===== src/rtl/asip_run_control.sv =====
// Run-control for the pipelined ASIP: button conditioning, run/halt/step FSM, core clock enable and reset.
// Optional PC breakpoint comparator enabled by defining RUN_CTRL_BREAKPOINT_EN.

module asip_run_control_debounce #(
    parameter int   DB_CYCLES = 4,
    parameter logic RST_VAL   = 1'b1
) (
    input  logic clk,
    input  logic rst,
    input  logic raw,
    output logic level,
    output logic fall
);
    localparam int CW = (DB_CYCLES > 1) ? $clog2(DB_CYCLES) : 1;
    localparam logic [CW-1:0] CNT_LAST = CW'(DB_CYCLES - 1);

    logic          sync1_r;
    logic          sync2_r;
    logic          level_r;
    logic          fall_r;
    logic [CW-1:0] cnt_r;

    // Synchronizer, run-length counter and registered falling-edge pulse
    always_ff @(posedge clk or posedge rst) begin
        if (rst) begin
            sync1_r <= RST_VAL;
            sync2_r <= RST_VAL;
            level_r <= RST_VAL;
            fall_r  <= 1'b0;
            cnt_r   <= '0;
        end else begin
            sync1_r <= raw;
            sync2_r <= sync1_r;
            fall_r  <= 1'b0;
            if (sync2_r != level_r) begin
                if (cnt_r == CNT_LAST) begin
                    level_r <= sync2_r;
                    fall_r  <= level_r & ~sync2_r;
                    cnt_r   <= '0;
                end else begin
                    cnt_r <= cnt_r + CW'(1);
                end
            end else begin
                // Any sample matching the accepted level restarts the run
                cnt_r <= '0;
            end
        end
    end

    assign level = level_r;
    assign fall  = fall_r;
endmodule

module asip_run_control #(
    parameter int N         = 24,
    parameter int DB_CYCLES = 4,
    parameter int CNT_W     = 32
) (
    input  logic             clk,
    input  logic             rst,
    input  logic             pwr,
    input  logic             dbg,
    input  logic             stp,
    input  logic [N-1:0]     pc,
    input  logic [N-1:0]     bp_addr,
    input  logic             bp_valid,
    output logic             en,
    output logic             core_rst,
    output logic [1:0]       state,
    output logic             halted,
    output logic [CNT_W-1:0] cycle_cnt
);
    typedef enum logic [1:0] {
        ST_OFF  = 2'b00,
        ST_RUN  = 2'b01,
        ST_STEP = 2'b10,
        ST_HALT = 2'b11
    } state_t;

    state_t           state_r;
    state_t           state_next_s;
    logic             pwr_p_s;
    logic             stp_p_s;
    logic             dbg_l_s;
    logic             bp_hit_s;
    logic             en_s;
    logic             core_rst_r;
    logic             halted_r;
    logic [CNT_W-1:0] cycle_cnt_r;
    logic             pwr_l_unused_s;
    logic             stp_l_unused_s;
    logic             dbg_f_unused_s;

    asip_run_control_debounce #(.DB_CYCLES(DB_CYCLES), .RST_VAL(1'b1)) u_db_pwr (
        .clk(clk), .rst(rst), .raw(pwr), .level(pwr_l_unused_s), .fall(pwr_p_s)
    );
    asip_run_control_debounce #(.DB_CYCLES(DB_CYCLES), .RST_VAL(1'b1)) u_db_stp (
        .clk(clk), .rst(rst), .raw(stp), .level(stp_l_unused_s), .fall(stp_p_s)
    );
    asip_run_control_debounce #(.DB_CYCLES(DB_CYCLES), .RST_VAL(1'b0)) u_db_dbg (
        .clk(clk), .rst(rst), .raw(dbg), .level(dbg_l_s), .fall(dbg_f_unused_s)
    );

`ifdef RUN_CTRL_BREAKPOINT_EN
    logic skip_r;

    // skip masks the breakpoint for the first RUN cycle so a resume at bp_addr advances
    always_ff @(posedge clk or posedge rst) begin
        if (rst) begin
            skip_r <= 1'b0;
        end else if ((state_next_s == ST_RUN) && (state_r != ST_RUN)) begin
            skip_r <= 1'b1;
        end else if (state_r == ST_RUN) begin
            skip_r <= 1'b0;
        end else begin
            skip_r <= skip_r;
        end
    end

    assign bp_hit_s = bp_valid & (pc == bp_addr) & (state_r == ST_RUN) & ~skip_r;
`else
    logic bp_unused_s;
    assign bp_unused_s = ^{pc, bp_addr, bp_valid};
    assign bp_hit_s    = 1'b0;
`endif

    // Next-state logic; the first matching condition in each state wins
    always_comb begin
        state_next_s = state_r;
        case (state_r)
            ST_OFF: begin
                if (pwr_p_s) begin
                    state_next_s = dbg_l_s ? ST_HALT : ST_RUN;
                end else begin
                    state_next_s = ST_OFF;
                end
            end
            ST_RUN: begin
                if (pwr_p_s) begin
                    state_next_s = ST_OFF;
                end else if (dbg_l_s || bp_hit_s) begin
                    state_next_s = ST_HALT;
                end else begin
                    state_next_s = ST_RUN;
                end
            end
            ST_HALT: begin
                if (pwr_p_s) begin
                    state_next_s = ST_OFF;
                end else if (!dbg_l_s) begin
                    state_next_s = ST_RUN;
                end else if (stp_p_s) begin
                    state_next_s = ST_STEP;
                end else begin
                    state_next_s = ST_HALT;
                end
            end
            ST_STEP: begin
                if (pwr_p_s) begin
                    state_next_s = ST_OFF;
                end else begin
                    state_next_s = ST_HALT;
                end
            end
            default: state_next_s = ST_OFF;
        endcase
    end

    // Clock enable: the breakpoint cycle is suppressed so the core stops before bp_addr
    always_comb begin
        en_s = 1'b0;
        case (state_r)
            ST_STEP: en_s = 1'b1;
            ST_RUN:  en_s = ~bp_hit_s;
            default: en_s = 1'b0;
        endcase
    end

    // State register plus outputs derived from the next state so they align with it
    always_ff @(posedge clk or posedge rst) begin
        if (rst) begin
            state_r    <= ST_OFF;
            core_rst_r <= 1'b1;
            halted_r   <= 1'b0;
        end else begin
            state_r    <= state_next_s;
            core_rst_r <= (state_next_s == ST_OFF);
            halted_r   <= (state_next_s == ST_HALT);
        end
    end

    // Enabled-cycle counter, cleared whenever the unit powers down
    always_ff @(posedge clk or posedge rst) begin
        if (rst) begin
            cycle_cnt_r <= '0;
        end else if ((state_next_s == ST_OFF) && (state_r != ST_OFF)) begin
            cycle_cnt_r <= '0;
        end else if (en_s) begin
            cycle_cnt_r <= cycle_cnt_r + CNT_W'(1);
        end else begin
            cycle_cnt_r <= cycle_cnt_r;
        end
    end

    assign en        = en_s;
    assign core_rst  = core_rst_r;
    assign state     = state_r;
    assign halted    = halted_r;
    assign cycle_cnt = cycle_cnt_r;
endmodule

===== config.mk =====
export PLATFORM = sky130hd
export DESIGN_NAME = asip_run_control
export DESIGN_NICKNAME = d
export VERILOG_FILES = /design/src/rtl/asip_run_control.sv
export SDC_FILE = /design/constraint.sdc
export NUM_CORES = 1
export LEC_CHECK = 0
export BUFFER_PORTS_ARGS = -buffer_cell sky130_fd_sc_hd__buf_4
export CELL_PAD_IN_SITES_DETAIL_PLACEMENT = 0
export CELL_PAD_IN_SITES_GLOBAL_PLACEMENT = 1
export CORE_MARGIN = 3
export CORE_UTILIZATION = 34
export CTS_CLUSTER_DIAMETER = 200
export CTS_CLUSTER_SIZE = 40
export DETAILED_ROUTE_END_ITERATION = 6
export GPL_ROUTABILITY_DRIVEN = 0
export GPL_TIMING_DRIVEN = 0
export PLACE_DENSITY_LB_ADDON = 0.1
export SYNTH_ARGS = -nofsm -noshare
export SYNTH_HDL_FRONTEND = slang
export SYNTH_HIERARCHICAL = 1
export SYNTH_SLANG_ARGS = --single-unit

===== constraint.sdc =====
create_clock -name clk -period 1.89 [get_ports clk]
set_input_delay 0.378 -clock clk [delete_from_list [all_inputs] [get_ports clk]]
set_output_delay 0.378 -clock clk [all_outputs]
set_load 0.005 [all_outputs]

==> results of run 1 <==
[state kept, by name, summed over array words and instances, names as in the netlist]
name              cells
u_db_pwr/sync1_r      1
cycle_cnt            32
core_rst              1
state                 2
u_db_stp/fall         1
u_db_pwr/sync2_r      1
u_db_dbg/level        1
u_db_stp/sync2_r      1
u_db_stp/cnt_r        2
u_db_pwr/cnt_r        2
u_db_dbg/cnt_r        2
u_db_stp/level        1
u_db_pwr/level        1
halted                1
u_db_dbg/sync2_r      1
u_db_stp/sync1_r      1
u_db_dbg/sync1_r      1
u_db_pwr/fall         1
[path summary, 6_finish.rpt]
path / startpoint / to / slack [ns] / depth (start not counted)
max: state[1]$_DFF_PP0_ / cycle_cnt[14]$_DFFE_PP0P_ / -0.04 / 8
min: stp / u_db_stp/sync1_r$_DFF_PP1_ / 0.17 / 1
max reg2reg: state[1]$_DFF_PP0_ / cycle_cnt[14]$_DFFE_PP0P_ / -0.04 / 8
min reg2reg: u_db_dbg/sync1_r$_DFF_PP0_ / u_db_dbg/sync2_r$_DFF_PP0_ / 0.36 / 0
max in group asynchronous: rst / cycle_cnt[13]$_DFFE_PP0P_ / 0.53 / 3
min in group asynchronous: rst / u_db_dbg/cnt_r[0]$_DFF_PP0_ / 0.54 / 3
[stage by stage]
step	area [µm²]	setup slack, ns	total power (µW)	hold slack (ns)
5_1_grt	3570	-0.111	2690	0.149
4_1_cts	3490	-0.0272	2580	0.157
2_1_floorplan	2640	-0.00146	1620	0.157
3_3_place_gp	3080	-0.409	1720	0.317
6_report	3570	-0.0351	2540	0.169
3_5_place_dp	3080	-0.415	1740	0.326
[report_power, final]
group	total, µW	switching (µW)	internal (µW)
Sequential	1330	67.3	1260
Clock	821	388	433
Combinational	393	185	208
[what timing repair did]
action                     CTS  global route
buffers inserted            24             3
pin swaps                   11             3
setup endpoints to repair   29            29
gates cloned                 2             0
gates resized for setup     26            11
hold endpoints to repair     8             0
hold buffers                 1             0
[per-layer routing]
layer / vias up / track usage / wire length (µm)
li1: 1043 / - / -
met1: 1046 / 0.199 / 2910
met2: 39 / 0.248 / 2980
met3: 6 / 0.0345 / 275
met4: 0 / 0.0433 / 78
met5: - / 0 / 0
[worst max-delay path: stages (launching register included)]
cell and delay (ns):
sky130_fd_sc_hd__dfrtp_1 0.39, sky130_fd_sc_hd__inv_2 0.06, sky130_fd_sc_hd__ha_4 0.28, sky130_fd_sc_hd__and4_4 0.22, sky130_fd_sc_hd__nand4_1 0.11, sky130_fd_sc_hd__buf_6 0.16, sky130_fd_sc_hd__clkbuf_8 0.16, sky130_fd_sc_hd__or3_1 0.31
sky130_fd_sc_hd__a21oi_1 0.14
[cell type report]
type,count,area [µm²],area share
repair buffers,70,542,0.152
well taps,99,124,0.0347
multi-input cells,170,1300,0.365
clock buffers,7,86.3,0.0242
flip-flops and latches,53,1340,0.376
plain buffers,9,83.8,0.0235
clock inverters,1,30.0,0.00841
inverters,16,60.1,0.0168
==> impl_summary.md, run 1 <==
Die
The floorplan step set the die width to 93.8 µm. The area of the die is 8790 µm². The total area inside the core boundary comes to between 7000 and 8000 µm². The I/O pin total is 91. The initial utilization of the core area, before any placement, comes to 0.355. The floorplan has 31 rows. The floorplan step set the die height to 93.8 µm.

Global route
The overall global routing resource usage is 0.151. Entering global routing, the biggest net connects 37 pins. Summed over all layers, the global routing overflow is 0. The first-pass GRT wire length is 10,400 µm. The number of antenna violations at the first check in global routing was 0. The via count of the first global-routing pass is 2,120.

Drt
The count of nets left with antenna violations after detail routing is 0. For this run, design rule violations remaining after detail routing come to 0. For this block, the via count after detailed routing is 2,134. The detailed router finished its first iteration with 50 violations. The post-detailed-route via-to-cell ratio is 5.02. The aggregate routed wire length is 6250 µm. In the final routed layout, each cell accounts on average for roughly 15 µm. The first detailed-routing pass ran for 4 iterations.

Timing
Setup repair after global routing could not meet its margin everywhere. For this run, the top clock speed supported by timing is about 520 MHz. The slew at the pin closest to its max-slew limit is 0.803 ns. Setup violations remaining at the end of the flow were counted as 9. The post-route minimum period is just under 2 ns.

The final cycle utilization of the critical path is 1.02. For the final database, setup skew stands at 0.00736 ns. The count of final hold-check violations is 0. The max-slew headroom at the worst pin is 0.464. The final max-slew violation count is 0. The total negative setup slack is -0.160 ns. After layout, the worst setup slack is -0.0351 ns.

Place
The count of buffers added on input and output ports is 41. The total half-perimeter wirelength after legalization and detailed placement is 3960 µm. The number of placed instances with taps included is 387.

Worst setup path
The type of element launching the critical path is a flop. The critical path arrival is 2.15 ns. The maximum net fanout on the critical path is 10. The critical path class is flop to flop. Data on the critical path is required at its endpoint by 2.12 ns. STA classifies the critical path endpoint as a flop.

Clock network
The total CTS buffers is 5. The TritonCTS clock tree is yes. The clock tree synthesis step divided the H-tree into 2 levels. The tree is rooted in a sky130_fd_sc_hd__clkbuf_8. The total clock sinks is 53. At the later pin of the worst-skew pair, clock insertion delay measures approximately 0.31 ns. The clock passes through at most 2 buffers.

Clock-pin slew was measured on the worst setup and hold paths at 0.10 ns.

Final layout
Leaving out fill and tap cells, the most frequent cell in the layout is sky130_fd_sc_hd__buf_4. Leaving out filler cells and counting taps, the final layout contains 425. In the layout the commonest cells are sky130_fd_sc_hd__buf_4, sky130_fd_sc_hd__dfrtp_1, sky130_fd_sc_hd__nor2_1.

The final design utilization is 0.484. The number of diodes added for antenna fixing is 0. The fraction of final layout cells sized beyond drive strength 1 is 0.414. From synthesis to final layout, the design area changed by 36.3%. The final net count is 392.

After filler insertion, the fill cell instance count of the layout stands at 724.

Min path
In this run the worst hold path is classified as input port to flop.

Run status
The run finished, with violations left. The final reports fail on negative setup slack.

Job
Across the run, the number of max-cap violations was 0.

Synthesis
The yosys synthesis warning count is 6. The summed instance area of the synthesized netlist is ~2600 µm². The post-synthesis cell count is 247. The average instance in the mapped netlist occupies 10.6 µm². Counting every net in the synthesized netlist gives 314.

Power and ir drop
Dividing total power by cell area gives a power density of 713 nW/µm². Summed over all cells, the static leakage comes to approximately 0.0017 µW. The maximum resistive drop on vdd is slightly above 0.3 mV.
(Power assumes the default switching activity.)
==> run 2, diff against run 1 <==
PLACE_DENSITY = 0.75   (was unset)
PLACE_DENSITY_LB_ADDON = unset   (was 0.1)
==> impl_summary.md, run 2 (synthesis results as in run 1) <==
Job
The number of violations of the max-capacitance limit is 0 (unchanged).

Drt
The via total after detailed routing was 2,146 (+0.56%). The count of TritonRoute iterations in the first routing pass is 4 (unchanged). The first-iteration detailed-routing DRC count is 103 (+110%). The number of remaining DRC errors came to 0 (unchanged). The aggregate routed wire length came to 6040 µm (-3.4%).

The final routed wire length divided by cell count is 14.2 µm (-3.4%). The post-detailed-route via-to-cell ratio is 5.05 (+0.56%). The count of nets left with antenna violations after detail routing is 0 (unchanged).

Clock network
The cell sitting at the root of the clock tree is a sky130_fd_sc_hd__clkbuf_8. The TritonCTS clock tree is yes. The CTS clock-pin slew for the worst setup and hold paths came to 0.10 ns (about the same).

The total clock sinks came to 53 (unchanged). The number of H-tree levels came to 2 (unchanged). The maximum buffer depth of the clock tree was 2 (unchanged).

The source-to-sink clock delay at the later pin of the worst-skew pair is 0.30 ns (about the same). The total CTS buffers is 5 (unchanged).

Worst setup path
The logic depth of the worst register-to-register path is 7 (-1). The maximum net fanout on the critical path is 9 (-1). The required time of the critical path is 2.13 ns (about the same). The worst setup path is captured at a flop. The endpoint identified for the worst register-to-register timing path is cycle_cnt[20]$_DFFE_PP0P_.

The worst setup path is launched from a flop. The start of the worst register-to-register path is state[0]$_DFF_PP0_. The critical path class is flop to flop. The register-to-register path setup slack is -0.01 ns (+0.02 ns). The critical path arrival came to 2.15 ns (about the same).

Timing
The final cycle utilization of the critical path is 1.01 (-0.0112). The final setup violation count is 1 (-8). The post-route minimum period is 1.90 ns (-0.0212 ns). The count of final hold-check violations was 0 (unchanged). Setup repair after global routing could not meet its margin everywhere. The total negative setup slack came to -0.0139 ns (+0.146 ns).

The final max-slew violation count is 0 (unchanged). The worst clock skew is 0.00808 ns (+0.000722 ns). The slew at the pin closest to its max-slew limit is 0.789 ns (-0.0138 ns). The fmax came to 525 MHz (+1.1%). The max-slew headroom at the worst pin came to 0.473 (+0.00921). The worst-case setup margin in the final layout is -0.0139 ns (+0.0212 ns).

Final layout
In the layout the commonest cells are sky130_fd_sc_hd__buf_4, sky130_fd_sc_hd__dfrtp_1, sky130_fd_sc_hd__nor2_1. The layout overhead on the synthesized area was 36.3% (unchanged). The number of flip-flops in the largest register is 32 (unchanged).

Leaving out fill and tap cells, the most frequent cell in the layout is sky130_fd_sc_hd__buf_4. The fraction of final layout cells sized beyond drive strength 1 was 0.442 (+0.0276). The final net count came to 392 (unchanged). The post-layout instance area was 3570 µm² (unchanged). The final design utilization is 0.484 (unchanged). The number of diodes added for antenna fixing is 0 (unchanged).

Die
The I/O pin total is 91 (unchanged). The overall die width is 93.8 µm (unchanged). The number of placement rows is 31 (unchanged). The vertical die dimension is 93.8 µm (unchanged). The area of the die is 8790 µm² (unchanged). The effective utilization at floorplan is 0.355 (unchanged). The area of the core region is 7370 µm² (unchanged).

Min path
The startpoint of the lowest-slack hold path is stp. The class of the tightest hold or removal check is input port to flop. The path with the worst hold slack has its endpoint at u_db_stp/sync1_r$_DFF_PP1_. The cell depth of the worst min-delay path was 1 (unchanged).

Global route
The first-pass GRT wire length is 10,100 µm (-2.6%). The number of antenna violations at the first check in global routing is 0 (unchanged). The overflow left after global routing is 0 (unchanged). The pin count of the biggest net entering global routing is 37 (unchanged).

The via count of the first global-routing pass is 2,099 (-0.99%). The overall global routing resource usage is 0.142 (-0.00906).

Run status
The run finished, with violations left. The checks that failed: negative setup slack.

Place
The total half-perimeter wirelength after legalization and detailed placement came to 3810 µm (-3.7%). The total placed instance area is 3080 µm² (unchanged). The count of port buffers added during placement is 41 (unchanged).

Power and ir drop
The maximum resistive drop on vdd was 0.319 mV (+2.8%). The leakage power is 0.00168 µW (-1.1%). The areal power density over the cells is 663 nW/µm² (-7.0%).
==> run 2: power by group <==
part / internal, µW / total (µW) / switching (µW)
Clock: 262 / 643 / 381
Sequential: 1260 / 1330 / 68.3
Combinational: 207 / 391 / 184
==> run 2: how the worst max path moves through the flow <==
stage | from | endpoint | slack (ns) | cells past startpoint
3_5_place_dp | state[0]$_DFF_PP0_ | cycle_cnt[14]$_DFFE_PP0P_ | -0.38 | 7
3_3_place_gp | state[0]$_DFF_PP0_ | cycle_cnt[14]$_DFFE_PP0P_ | -0.39 | 7
5_1_grt | state[0]$_DFF_PP0_ | cycle_cnt[20]$_DFFE_PP0P_ | -0.07 | 7
4_1_cts | cycle_cnt[20]$_DFFE_PP0P_ | cycle_cnt[25]$_DFFE_PP0P_ | -0.06 | 7
2_1_floorplan | state[0]$_DFF_PP0_ | cycle_cnt[25]$_DFFE_PP0P_ | -0.001 | 7
6_report | state[0]$_DFF_PP0_ | cycle_cnt[20]$_DFFE_PP0P_ | -0.01 | 7
==> run 2: cell type report <==
class	instances	area [µm²]
Buffer	7	67.6
Clock buffer	6	72.6
Clock inverter	2	15.0
Fill cell	716	3800
Inverter	16	60.1
Multi-Input combinational cell	170	1340
Sequential cell	53	1340
Tap cell	99	124
Timing Repair Buffer	72	554
==> run 2: repair_timing <==
action,4_1_cts,5_1_grt
endpoints found under the setup margin,29,28
buffers inserted,21,9
cloned,1,0
endpoints found under the hold margin,8,0
pin swaps,14,9
hold buffers,1,0
gates resized for setup,22,27
==> run 2: metrics by stage <==
stage,setup slack (ns),power (µW),hold slack (ns),instances
finish,-0.0139,2360,0.171,425
global placement,-0.389,1710,0.313,387
floorplan,-0.00146,1620,0.157,247
global route,-0.0726,2520,0.149,425
detailed placement,-0.384,1730,0.323,387
CTS,-0.0622,2400,0.157,417
==> run 2: worst max-delay path: stages (launching register included) <==
cell and delay, ns:
sky130_fd_sc_hd__dfrtp_2 0.40, sky130_fd_sc_hd__inv_2 0.06, sky130_fd_sc_hd__ha_4 0.27, sky130_fd_sc_hd__and4_4 0.24, sky130_fd_sc_hd__nand4_1 0.10, sky130_fd_sc_hd__buf_6 0.16, sky130_fd_sc_hd__or4_4 0.48, sky130_fd_sc_hd__a21oi_2 0.15
==> run 2: layer usage <==
| layer | share of wire | global-route usage | vias to the layer above |
|---|---|---|---|
| li1 | - | - | 1039 |
| met2 | 0.48 | 0.228 | 40 |
| met5 | 0 | 0 | - |
| met3 | 0.042 | 0.0256 | 6 |
| met4 | 0.0099 | 0.0361 | 0 |
| met1 | 0.47 | 0.198 | 1061 |
==> run 3, diff against run 2 <==
CORE_UTILIZATION = 35   (was 34)
CTS_BUF_LIST = sky130_fd_sc_hd__clkbuf_4 sky130_fd_sc_hd__clkbuf_8   (was unset)
PLACE_DENSITY = 0.76   (was 0.75)
==> impl_summary.md, run 3 (synthesis results as in run 1) <==
Drt
The sum of routed wire segments on met1 is 2780 µm (-1.5%). The final routed wire length divided by cell count is 14.4 µm (+1.1%). The wire length on met3 is 267 µm (+6.0%). The total length of routed met2 wires is 2900 µm (about the same). The via total after detailed routing came to 2,169 (+1.1%). The highest metal layer with signal wires is met4. The aggregate routed wire length is 6030 µm (about the same).

The count of nets left with antenna violations after detail routing is 0 (unchanged). The count of TritonRoute iterations in the first routing pass came to 4 (unchanged). The first-iteration detailed-routing DRC count is 42 (-59%). The post-detailed-route via-to-cell ratio came to 5.16 (+2.3%). The number of remaining DRC errors came to 0 (unchanged).

Timing
The final setup violation count is 8 (+7). The count of final hold-check violations was 0 (unchanged). The final max-slew violation count is 0 (unchanged). The slew at the pin closest to its max-slew limit came to 0.778 ns (-0.0112 ns). The total negative setup slack is -0.412 ns (-0.398 ns). The final cycle utilization of the critical path is 1.04 (+0.0285). Setup repair after global routing could not meet its margin everywhere. The max-slew headroom at the worst pin is 0.481 (+0.00747). The worst-case setup margin in the final layout came to -0.0678 ns (-0.0539 ns).

The fmax came to 511 MHz (-2.8%). The worst clock skew is 0.0113 ns (+0.00323 ns). The post-route minimum period was 1.96 ns (+0.0539 ns).

Final layout
The number of flip-flops in the largest register is 32 (unchanged). The final net count is 390 (-0.51%). The final cell count without fillers is 420 (-1.2%).

The post-layout instance area is 3520 µm² (-1.4%). The fraction of final layout cells sized beyond drive strength 1 is 0.395 (-0.0467). The register area is 1340 µm² (about the same). The most common library cell in the layout ignoring fill and taps is sky130_fd_sc_hd__buf_4. The area of the multi-input gates came to 1270 µm² (-4.7%).

The number of fillers in the final layout was 680 (-5.0%). Compared with the post-synthesis result, the final layout area differs by 34.4%. The number of diodes added for antenna fixing is 0 (unchanged). In the layout the commonest cells are sky130_fd_sc_hd__buf_4, sky130_fd_sc_hd__dfrtp_1, sky130_fd_sc_hd__nor2_1.

Power and ir drop
The leakage power is 0.00168 µW (about the same). The areal power density over the cells is 723 nW/µm² (+9.1%). The total power of the final layout is 2550 µW (+7.7%). The maximum resistive drop on vdd is 0.356 mV (+12%).

Die
The I/O pin total is 91 (unchanged). The overall die width was 92.5 µm (-1.3%). The number of placement rows is 30 (-3.2%). The vertical die dimension was 92.5 µm (-1.3%).

The effective utilization at floorplan came to 0.373 (+0.0177). The area of the core region was 7020 µm² (-4.8%). The area of the die is 8560 µm² (-2.7%).

Place
The count of port buffers added during placement came to 41 (unchanged). The total placed instance area is 3070 µm² (-0.12%). The post-placement worst setup slack was -0.417 ns (-0.0323 ns). The number of placed instances with taps included is 384 (-0.78%). The total half-perimeter wirelength after legalization and detailed placement is 3810 µm (about the same).

Worst setup path
In this run the critical register-to-register path is launched from state[0]$_DFF_PP0_. The register-to-register path setup slack was -0.07 ns (-0.05 ns). The critical path arrival is 2.21 ns (+0.06 ns). STA classifies the critical path endpoint as a flop. In this run the worst setup path begins at state[0]$_DFF_PP0_.

The setup path with the least slack is of type flop to flop. The type of element launching the critical path is a flop. The terminus of the critical flop-to-flop path is cycle_cnt[22]$_DFFE_PP0P_. The required time of the critical path is 2.14 ns (about the same). The maximum net fanout on the critical path is 7 (-2). The logic depth of the worst register-to-register path was 7 (unchanged).

Min path
The class of the tightest hold or removal check is input port to flop. The end of the worst hold path is u_db_stp/sync1_r$_DFF_PP1_. The startpoint of the lowest-slack hold path is stp.

The cell depth of the worst min-delay path is 1 (unchanged).

Clock network
The root buffer cell chosen for the clock tree is sky130_fd_sc_hd__clkbuf_8. The total CTS buffers is 5 (unchanged). The number of H-tree levels came to 2 (unchanged). The total clock sinks was 53 (unchanged). The TritonCTS clock tree is yes.

The source-to-sink clock delay at the later pin of the worst-skew pair is 0.31 ns (about the same). The CTS clock-pin slew for the worst setup and hold paths is 0.10 ns (about the same). The maximum buffer depth of the clock tree is 2 (unchanged).

Run status
The run finished, with violations left. The checks that failed: negative setup slack.

Job
The number of violations of the max-capacitance limit is 0 (unchanged).

Global route
The overflow left after global routing is 0 (unchanged). The pin count of the biggest net entering global routing is 37 (unchanged). The via count of the first global-routing pass was 2,141 (+2.0%).

The overall global routing resource usage is 0.149 (+0.00674). The first-pass GRT wire length is 10,200 µm (+0.27%). The number of antenna violations at the first check in global routing came to 0 (unchanged).
[run 3: repair_timing]
item	CTS	global route
hold endpoints to repair	8	0
setup endpoints to repair	29	29
hold buffers	1	0
pin swaps	21	4
cloned	1	0
gates resized for setup	17	16
setup buffers	23	4
[run 3: where the power goes]
part	switching (µW)	internal, µW	leakage, µW
Clock	373	447	0.0000619
Sequential	69.9	1260	0.000692
Combinational	186	207	0.000929
[run 3: area by class of cell]
class	count	share of cell area
sequential	53	0.381
inverter	16	0.0171
tap	96	0.0341
buffer	9	0.0217
timing repair buffer	68	0.150
multi-input combinational	170	0.361
clock buffer	7	0.0256
clock inverter	1	0.00853
[run 3: how the worst max path moves through the flow]
stage / endpoint
finish: cycle_cnt[22]$_DFFE_PP0P_
CTS: cycle_cnt[22]$_DFFE_PP0P_
global route: cycle_cnt[22]$_DFFE_PP0P_
floorplan: cycle_cnt[25]$_DFFE_PP0P_
detailed placement: cycle_cnt[14]$_DFFE_PP0P_
global placement: cycle_cnt[14]$_DFFE_PP0P_
[run 3: metrics by stage]
step | utilization | hold WS, ns
5_1_grt | 0.502 | 0.148
6_report | 0.502 | 0.169
4_1_cts | 0.491 | 0.159
3_3_place_gp | 0.438 | 0.314
2_1_floorplan | - | 0.157
3_5_place_dp | 0.438 | 0.316
[run 3: worst max-delay path: stages (launching register included)]
cell and delay, ns:
sky130_fd_sc_hd__dfrtp_2 0.40, sky130_fd_sc_hd__inv_2 0.06, sky130_fd_sc_hd__ha_4 0.27, sky130_fd_sc_hd__and4_4 0.22, sky130_fd_sc_hd__nand4_1 0.16, sky130_fd_sc_hd__buf_6 0.18
sky130_fd_sc_hd__or4_4 0.48, sky130_fd_sc_hd__a21oi_2 0.14
[run 3: per-layer routing]
| layer | vias to the layer above | global-route usage |
|---|---|---|
| met5 | - | 0 |
| met2 | 47 | 0.244 |
| li1 | 1032 | - |
| met4 | 0 | 0.0545 |
| met1 | 1082 | 0.193 |
| met3 | 8 | 0.0309 |
